--- src/rtl/cache_refill_ctrl_if.sv ---
// rtl/cache_refill_ctrl_if.sv - word-wide req/ack memory port between the refill controller and memory
interface cache_refill_ctrl_if #(
  parameter int ADDR_WIDTH = 32,
  parameter int DATA_WIDTH = 32
);
  logic                  mem_req;
  logic                  mem_we;
  logic [ADDR_WIDTH-1:0] mem_addr;
  logic [DATA_WIDTH-1:0] mem_wdata;
  logic                  mem_ack;
  logic [DATA_WIDTH-1:0] mem_rdata;

  modport master (
    output mem_req, mem_we, mem_addr, mem_wdata,
    input  mem_ack, mem_rdata
  );

  modport slave (
    input  mem_req, mem_we, mem_addr, mem_wdata,
    output mem_ack, mem_rdata
  );
endinterface

--- src/rtl/cache_refill_ctrl.sv ---
// rtl/cache_refill_ctrl.sv - cache miss handler: latch victim, optional writeback, word refill, commit
// Optional dirty-victim writeback is built in when CACHE_WRITEBACK_EN is defined.
module cache_refill_ctrl #(
  parameter int WAY_NUM     = 4,
  parameter int INDEX_WIDTH = 4,
  parameter int TAG_WIDTH   = 24,
  parameter int LINE_WORDS  = 4,
  parameter int DATA_WIDTH  = 32,
  parameter int ADDR_WIDTH  = 32
) (
  input  logic                             clk,
  input  logic                             rst_n,
  input  logic                             miss_req,
  input  logic [TAG_WIDTH-1:0]             miss_tag,
  input  logic [INDEX_WIDTH-1:0]           miss_index,
  input  logic                             way0_replace_en,
  input  logic                             way1_replace_en,
  input  logic                             way2_replace_en,
  input  logic                             way3_replace_en,
  input  logic                             victim_valid,
  input  logic                             victim_dirty,
  input  logic [TAG_WIDTH-1:0]             victim_tag,
  input  logic [LINE_WORDS*DATA_WIDTH-1:0] victim_data,
  cache_refill_ctrl_if.master              mem,
  output logic [WAY_NUM-1:0]               refill_we,
  output logic [INDEX_WIDTH-1:0]           refill_index,
  output logic [TAG_WIDTH-1:0]             refill_tag,
  output logic [LINE_WORDS*DATA_WIDTH-1:0] refill_data,
  output logic                             busy,
  output logic                             refill_done
);

  localparam int CNT_W  = $clog2(LINE_WORDS);
  localparam int BYTE_W = $clog2(DATA_WIDTH/8);
  localparam int LINE_W = LINE_WORDS*DATA_WIDTH;
  localparam logic [CNT_W-1:0] LAST_WORD = CNT_W'(LINE_WORDS-1);

  typedef enum logic [1:0] {
    S_IDLE   = 2'd0,
`ifdef CACHE_WRITEBACK_EN
    S_WB     = 2'd1,
`endif
    S_FILL   = 2'd2,
    S_COMMIT = 2'd3
  } state_t;

  state_t                 state_q, state_d;
  logic [CNT_W-1:0]       cnt_q, cnt_d;
  logic [CNT_W-1:0]       cnt_inc;
  logic [WAY_NUM-1:0]     way_q, way_d;
  logic [TAG_WIDTH-1:0]   tag_q, tag_d;
  logic [INDEX_WIDTH-1:0] index_q, index_d;
  logic [TAG_WIDTH-1:0]   vtag_q, vtag_d;
  logic [LINE_W-1:0]      vdata_q, vdata_d;
  logic [LINE_W-1:0]      line_q, line_d;
  logic                   mem_req_q, mem_req_d;
  logic                   mem_we_q, mem_we_d;
  logic [ADDR_WIDTH-1:0]  mem_addr_q, mem_addr_d;
  logic [DATA_WIDTH-1:0]  mem_wdata_q, mem_wdata_d;
  logic [WAY_NUM-1:0]     refill_we_q, refill_we_d;
  logic                   refill_done_q, refill_done_d;
  logic                   busy_q, busy_d;

  logic [WAY_NUM-1:0]     replace_en;
  logic [WAY_NUM-1:0]     victim_way;
  logic                   wb_go;

  assign replace_en = {way3_replace_en, way2_replace_en, way1_replace_en, way0_replace_en};
  assign cnt_inc    = cnt_q + 1'b1;

`ifdef CACHE_WRITEBACK_EN
  assign wb_go = victim_valid & victim_dirty;
`else
  logic unused_victim_flags;
  assign unused_victim_flags = victim_valid ^ victim_dirty;
  assign wb_go = 1'b0;
`endif

  function automatic logic [ADDR_WIDTH-1:0] word_addr(
    input logic [TAG_WIDTH-1:0]   tag,
    input logic [INDEX_WIDTH-1:0] idx,
    input logic [CNT_W-1:0]       cnt
  );
    word_addr = {tag, idx, cnt, {BYTE_W{1'b0}}};
  endfunction

  // Lowest-numbered asserted enable wins; no enable at all falls back to way0.
  always_comb begin
    victim_way = '0;
    for (int i = WAY_NUM-1; i >= 0; i--) begin
      if (replace_en[i]) begin
        victim_way    = '0;
        victim_way[i] = 1'b1;
      end
    end
    if (replace_en == '0) begin
      victim_way[0] = 1'b1;
    end
  end

  always_comb begin
    state_d       = state_q;
    cnt_d         = cnt_q;
    way_d         = way_q;
    tag_d         = tag_q;
    index_d       = index_q;
    vtag_d        = vtag_q;
    vdata_d       = vdata_q;
    line_d        = line_q;
    mem_req_d     = mem_req_q;
    mem_we_d      = mem_we_q;
    mem_addr_d    = mem_addr_q;
    mem_wdata_d   = mem_wdata_q;
    refill_we_d   = '0;
    refill_done_d = 1'b0;
    busy_d        = busy_q;

    unique case (state_q)
      S_IDLE: begin
        if (miss_req) begin
          way_d     = victim_way;
          tag_d     = miss_tag;
          index_d   = miss_index;
          vtag_d    = victim_tag;
          vdata_d   = victim_data;
          line_d    = '0;
          cnt_d     = '0;
          busy_d    = 1'b1;
          mem_req_d = 1'b1;
          if (wb_go) begin
`ifdef CACHE_WRITEBACK_EN
            state_d     = S_WB;
`endif
            mem_we_d    = 1'b1;
            mem_addr_d  = word_addr(victim_tag, miss_index, '0);
            mem_wdata_d = victim_data[DATA_WIDTH-1:0];
          end else begin
            state_d     = S_FILL;
            mem_we_d    = 1'b0;
            mem_addr_d  = word_addr(miss_tag, miss_index, '0);
            mem_wdata_d = '0;
          end
        end
      end
`ifdef CACHE_WRITEBACK_EN
      S_WB: begin
        if (mem_req_q && mem.mem_ack) begin
          if (cnt_q == LAST_WORD) begin
            cnt_d       = '0;
            state_d     = S_FILL;
            mem_we_d    = 1'b0;
            mem_addr_d  = word_addr(tag_q, index_q, '0);
            mem_wdata_d = '0;
          end else begin
            cnt_d       = cnt_inc;
            mem_addr_d  = word_addr(vtag_q, index_q, cnt_inc);
            mem_wdata_d = vdata_q[cnt_inc*DATA_WIDTH +: DATA_WIDTH];
          end
        end
      end
`endif
      S_FILL: begin
        if (mem_req_q && mem.mem_ack) begin
          line_d[cnt_q*DATA_WIDTH +: DATA_WIDTH] = mem.mem_rdata;
          if (cnt_q == LAST_WORD) begin
            cnt_d         = '0;
            state_d       = S_COMMIT;
            mem_req_d     = 1'b0;
            mem_addr_d    = '0;
            refill_we_d   = way_q;
            refill_done_d = 1'b1;
          end else begin
            cnt_d      = cnt_inc;
            mem_addr_d = word_addr(tag_q, index_q, cnt_inc);
          end
        end
      end
      S_COMMIT: begin
        state_d = S_IDLE;
        busy_d  = 1'b0;
      end
      default: begin
        state_d = S_IDLE;
      end
    endcase
  end

  always_ff @(posedge clk) begin
    if (!rst_n) begin
      state_q       <= S_IDLE;
      cnt_q         <= '0;
      way_q         <= '0;
      tag_q         <= '0;
      index_q       <= '0;
      vtag_q        <= '0;
      vdata_q       <= '0;
      line_q        <= '0;
      mem_req_q     <= 1'b0;
      mem_we_q      <= 1'b0;
      mem_addr_q    <= '0;
      mem_wdata_q   <= '0;
      refill_we_q   <= '0;
      refill_done_q <= 1'b0;
      busy_q        <= 1'b0;
    end else begin
      state_q       <= state_d;
      cnt_q         <= cnt_d;
      way_q         <= way_d;
      tag_q         <= tag_d;
      index_q       <= index_d;
      vtag_q        <= vtag_d;
      vdata_q       <= vdata_d;
      line_q        <= line_d;
      mem_req_q     <= mem_req_d;
      mem_we_q      <= mem_we_d;
      mem_addr_q    <= mem_addr_d;
      mem_wdata_q   <= mem_wdata_d;
      refill_we_q   <= refill_we_d;
      refill_done_q <= refill_done_d;
      busy_q        <= busy_d;
    end
  end

  assign mem.mem_req   = mem_req_q;
  assign mem.mem_we    = mem_we_q;
  assign mem.mem_addr  = mem_addr_q;
  assign mem.mem_wdata = mem_wdata_q;
  assign refill_we     = refill_we_q;
  assign refill_done   = refill_done_q;
  assign busy          = busy_q;
  assign refill_index  = index_q;
  assign refill_tag    = tag_q;
  assign refill_data   = line_q;

endmodule
--- src/flat_wrapper.sv ---
// flat-port wrapper written by rule: the top's interface ports become plain ports
module cache_refill_ctrl_flat 
#(
  parameter int WAY_NUM     = 4,
  parameter int INDEX_WIDTH = 4,
  parameter int TAG_WIDTH   = 24,
  parameter int LINE_WORDS  = 4,
  parameter int DATA_WIDTH  = 32,
  parameter int ADDR_WIDTH  = 32
)
  (clk, rst_n, miss_req, miss_tag, miss_index, way0_replace_en, way1_replace_en, way2_replace_en, way3_replace_en, victim_valid, victim_dirty, victim_tag, victim_data, refill_we, refill_index, refill_tag, refill_data, busy, refill_done, mem_mem_req, mem_mem_we, mem_mem_addr, mem_mem_wdata, mem_mem_ack, mem_mem_rdata);
  cache_refill_ctrl_if #(.ADDR_WIDTH(ADDR_WIDTH), .DATA_WIDTH(DATA_WIDTH)) mem_i ();
  input  logic clk;
  input  logic rst_n;
  input  logic miss_req;
  input  logic [TAG_WIDTH-1:0] miss_tag;
  input  logic [INDEX_WIDTH-1:0] miss_index;
  input  logic way0_replace_en;
  input  logic way1_replace_en;
  input  logic way2_replace_en;
  input  logic way3_replace_en;
  input  logic victim_valid;
  input  logic victim_dirty;
  input  logic [TAG_WIDTH-1:0] victim_tag;
  input  logic [LINE_WORDS*DATA_WIDTH-1:0] victim_data;
  output logic [WAY_NUM-1:0] refill_we;
  output logic [INDEX_WIDTH-1:0] refill_index;
  output logic [TAG_WIDTH-1:0] refill_tag;
  output logic [LINE_WORDS*DATA_WIDTH-1:0] refill_data;
  output logic busy;
  output logic refill_done;
  output wire logic [$bits(mem_i.mem_req)-1:0] mem_mem_req;
  output wire logic [$bits(mem_i.mem_we)-1:0] mem_mem_we;
  output wire logic [$bits(mem_i.mem_addr)-1:0] mem_mem_addr;
  output wire logic [$bits(mem_i.mem_wdata)-1:0] mem_mem_wdata;
  input wire logic [$bits(mem_i.mem_ack)-1:0] mem_mem_ack;
  input wire logic [$bits(mem_i.mem_rdata)-1:0] mem_mem_rdata;
  assign mem_mem_req = mem_i.mem_req;
  assign mem_mem_we = mem_i.mem_we;
  assign mem_mem_addr = mem_i.mem_addr;
  assign mem_mem_wdata = mem_i.mem_wdata;
  assign mem_i.mem_ack = mem_mem_ack;
  assign mem_i.mem_rdata = mem_mem_rdata;
  cache_refill_ctrl #(.WAY_NUM(WAY_NUM), .INDEX_WIDTH(INDEX_WIDTH), .TAG_WIDTH(TAG_WIDTH), .LINE_WORDS(LINE_WORDS), .DATA_WIDTH(DATA_WIDTH), .ADDR_WIDTH(ADDR_WIDTH)) u_core (.clk(clk), .rst_n(rst_n), .miss_req(miss_req), .miss_tag(miss_tag), .miss_index(miss_index), .way0_replace_en(way0_replace_en), .way1_replace_en(way1_replace_en), .way2_replace_en(way2_replace_en), .way3_replace_en(way3_replace_en), .victim_valid(victim_valid), .victim_dirty(victim_dirty), .victim_tag(victim_tag), .victim_data(victim_data), .mem(mem_i), .refill_we(refill_we), .refill_index(refill_index), .refill_tag(refill_tag), .refill_data(refill_data), .busy(busy), .refill_done(refill_done));
endmodule
--- config.mk ---
export PLATFORM = sky130hd
export DESIGN_NAME = cache_refill_ctrl_flat
export DESIGN_NICKNAME = d
export VERILOG_FILES = /design/src/rtl/cache_refill_ctrl_if.sv /design/src/rtl/cache_refill_ctrl.sv /design/src/flat_wrapper.sv
export SDC_FILE = /design/constraint.sdc
export NUM_CORES = 1
export LEC_CHECK = 0
export BUFFER_PORTS_ARGS = -buffer_cell sky130_fd_sc_hd__clkbuf_2
export CORE_AREA = 4 4 173 175
export DETAILED_ROUTE_END_ITERATION = 12
export DIE_AREA = 0 0 177 179
export GPL_ROUTABILITY_DRIVEN = 0
export HOLD_SLACK_MARGIN = 0.03
export PLACE_DENSITY = 0.61
export SLEW_MARGIN = 10
export SYNTH_ARGS = -nofsm -noshare
export SYNTH_HDL_FRONTEND = slang
export SYNTH_SLANG_ARGS = --single-unit
--- constraint.sdc ---
create_clock -name clk -period 2 [get_ports clk]
set_clock_uncertainty 0.15 [all_clocks]
set_input_delay 0.4 -clock clk [delete_from_list [all_inputs] [get_ports clk]]
set_output_delay 0.4 -clock clk [all_outputs]
set_load 0.05 [all_outputs]
==> metrics.yaml <==
layout:
  areaGrowthSynthToFinish_pct: 26.18
  post-route-util_pct: 41.77
  nFillCells: 2867
  diodes: 0
  multi_input_area_mm2: 0.004627
  drive_above_1_share_pct: 31.97
  seq_area_mm2: 0.003993
  final_cell_area_mm2: 0.01189
  nets: 1463
run:
  maxCapViolations: 0
clock_tree:
  cts_buffers: 17
  insertion_delay_ns: 0.43
  cts_tree: "yes"
  cts.sinks: 199
  clockBufferDepth: 2
  clk_pin_slew_worst_paths_ns: 0.08
  cts-root-buf: "clkbuf_16"
  cts_setup_buffers: 0
  htree_levels: 4
floorplanning:
  io_pins: 450
  die_x_um: 177
  initial_core_util_pct: 33.10
  die_h_um: 179
  row_count: 62
  core_area_mm2: 0.02847
  die_area_mm2: 0.03168
synthesis:
  synth_edf_count: 0
  ys_seq_elements: 199
  yosysMostFrequentCell: "dfxtp_1"
  dominantRegCellSynth: "dfxtp_1"
  synth.area.top_cells: "dfxtp_1, a41o_1, a211oi_1, nand2_1, buf_4"
  yosysWarnings: 0
  yosys.area.top_type: "dfxtp_1"
  synthCells: 1013
  seq_area_frac_synth_pct: 42.27
  synth.avg_cell_area_um2: 9.303
  synth_top_area_share_pct: 42.27
  synth_area_mm2: 0.009424
  ys_top_cells_by_count: "dfxtp_1, nand2_1, a211oi_1, a41o_1, a21oi_1"
  ys_async_sr_fraction_pct: 0
  synth_cell_types: 40
power:
  leakage_nw: 5.463
  ir_drop_mv: 0.5770
  p_per_area_mw_per_mm2: 784.1
routing:
  viasPerCell: 5.387
  drt_wl_total_um: 31640
  drc: 0
  dr.pass1.iters: 5
  vias: 8791
  ant_nets: 0
  drt_iter0_markers: 753
  wl_per_cell_um: 19.38
global_route:
  grtUsageTotal_pct: 18.79
  antenna_found_initial: 0
  grt_pass1_vias: 8192
  grt_max_degree: 62
  grt_overflow: 0
  grt_pass1_wl_um: 47750
status:
  outcome: "finished clean"
setup_path:
  required_ns: 2.17
  max_stage_delay_ns: 0.36
  cp-start-kind: "register"
  r2r_end: "u_core.refill_data[73]"
  crit_slowest_cell: "dfxtp_4"
  reg2reg_depth: 6
  reg2reg_slack_ns: 0.13
  crit_chain: "inv_4 -> ha_1 -> nor2b_2 -> buf_4 -> a211oi_1 -> a41o_1"
  arrival_ns: 2.04
  crit_fanout: 20
  path_class: "reg2reg"
  r2r-start: "u_core.cnt_q[0]"
  cp-end-kind: "register"
sta:
  rsz0062_at_grt: "false"
  setup_viol_count_final: 0
  period_needed_ns: 1.869
  fin_tns_setup_ns: 0
  period_share_pct: 93.47
  fmax_mhz: 534.9
  slew_violations: 0
  hold_viol: 0
placement:
  detailed_place_hpwl_um: 20280
  port_buffers: 260
  place_area_mm2: 0.01107
min_path:
  worstHoldStart: "miss_tag[17]"
  hp-class: "in2reg"
  hold_depth: 3
  hold_path_end: "u_core.refill_tag[17]"
cell usage in the layout (no fill, tap or decap), types with 2 or more instances in the layout:
cell | synthesis | layout
clkinv_4 | 0 | 3
mux2i_1 | 32 | 32
clkbuf_2 | 0 | 259
nand4b_1 | 2 | 2
clkbuf_8 | 0 | 2
a211oi_2 | 29 | 29
nand4_1 | 33 | 33
nor2b_2 | 0 | 2
nor4bb_1 | 28 | 28
a21o_1 | 3 | 3
and2_1 | 5 | 5
conb_1 | 1 | 35
and3_4 | 1 | 5
a21oi_1 | 62 | 62
nor2_1 | 8 | 8
a41o_1 | 96 | 96
ha_1 | 6 | 5
clkbuf_16 | 0 | 17
nand2_1 | 192 | 192
inv_4 | 0 | 2
nor3_1 | 31 | 31
nand3_1 | 3 | 3
buf_4 | 58 | 33
buf_12 | 0 | 21
clkinv_8 | 0 | 7
a211oi_1 | 96 | 96
dfxtp_4 | 0 | 2
dlygate4sd3_1 | 0 | 16
inv_8 | 0 | 3
dfxtp_1 | 199 | 196
critical path, delay by kind of cell, from the launching register on:
kind,cells,cell delay [ns]
compound gates,2,0.33
fa+ha+maj,1,0.28
buf+inv,2,0.40
flops,1,0.36
simple gates,1,0.23
area by class of cell:
cell class              instances  area share (%)
multi-input cells             682           38.91
flip-flops and latches        199           33.58
repair buffers                331           18.08
well taps                     384           4.040
clock buffers                  18           3.693
clock inverters                14           1.536
inverters                       4          0.1684
power by group:
group	internal [mW]	switching [mW]	total [mW]
Combinational	0.435	1.14	1.58
Clock	1.74	1.86	3.61
Sequential	4.07	0.0737	4.14
Total	6.24	3.08	9.32
repair_timing:
action,CTS,global route
resized for setup,1,5
pin swaps,1,2
endpoints found under the hold margin,16,0
setup endpoints to repair,32,55
cloned,1,2
hold buffers,16,0
metal layers:
metal	vias up	global-route usage, %	wire [µm]
li1	4155	-	-
met1	4248	25.59	14120
met2	357	30.28	14510
met3	31	4.407	2496
met4	0	4.545	506
met5	-	0	0
worst max-delay path by stage:
stage,from,end,slack [ns],cells past startpoint
final,u_core.cnt_q[0],u_core.refill_data[73],0.13,6
after CTS,u_core.mem.mem_addr[3],u_core.refill_data[90],0.01,5
after detailed placement,u_core.mem.mem_addr[3],u_core.refill_data[90],-0.02,5
after global routing,u_core.mem.mem_addr[3],u_core.refill_data[32],0.02,6
after global placement,u_core.state_q[1],u_core.refill_data[74],-0.02,4
after floorplan,u_core.cnt_q[0],u_core.refill_data[64],0.02,8
logic make-up (layout without fill, tap and decap cells):
kind of cell             Yosys count  in the layout  share of synthesized area [%]
other                              1             35                        0.03979
flip-flops                       199            199                          42.27
adder cells (fa/ha/maj)            6              6                         0.7966
multiplexers                      32             32                          3.399
buffers and inverters            169            367                          10.73
AND/OR/NAND/NOR                  318            321                          17.39
AO/OA/AOI/OAI                    288            288                          25.37
sequential cells by signal (all words and copies together), names as in the netlist:
| register | flops |
|---|---|
| u_core.refill_data | 128 |
| u_core.mem.mem_addr | 29 |
| u_core.refill_tag | 24 |
| u_core.refill_index | 4 |
| u_core.refill_we | 4 |
| u_core.way_q | 4 |
| u_core.state_q | 2 |
| u_core.busy | 1 |
| u_core.cnt_q | 1 |
| u_core.mem.mem_req | 1 |
| u_core.refill_done | 1 |
per-stage QoR:
| step | total power [mW] | hold WS [ns] | instances | worst slack (ns) |
|---|---|---|---|---|
| after floorplan | 5.390 | 0.2742 | 1047 | 0.02344 |
| after global placement | 5.779 | 0.2807 | 1581 | -0.02314 |
| after detailed placement | 5.784 | 0.2919 | 1581 | -0.01674 |
| after CTS | 9.425 | 0.03161 | 1630 | 0.01077 |
| after global routing | 9.691 | 0.04305 | 1632 | 0.01608 |
| final | 9.324 | 0.05508 | 1632 | 0.1305 |
(Power assumes the default switching activity.)
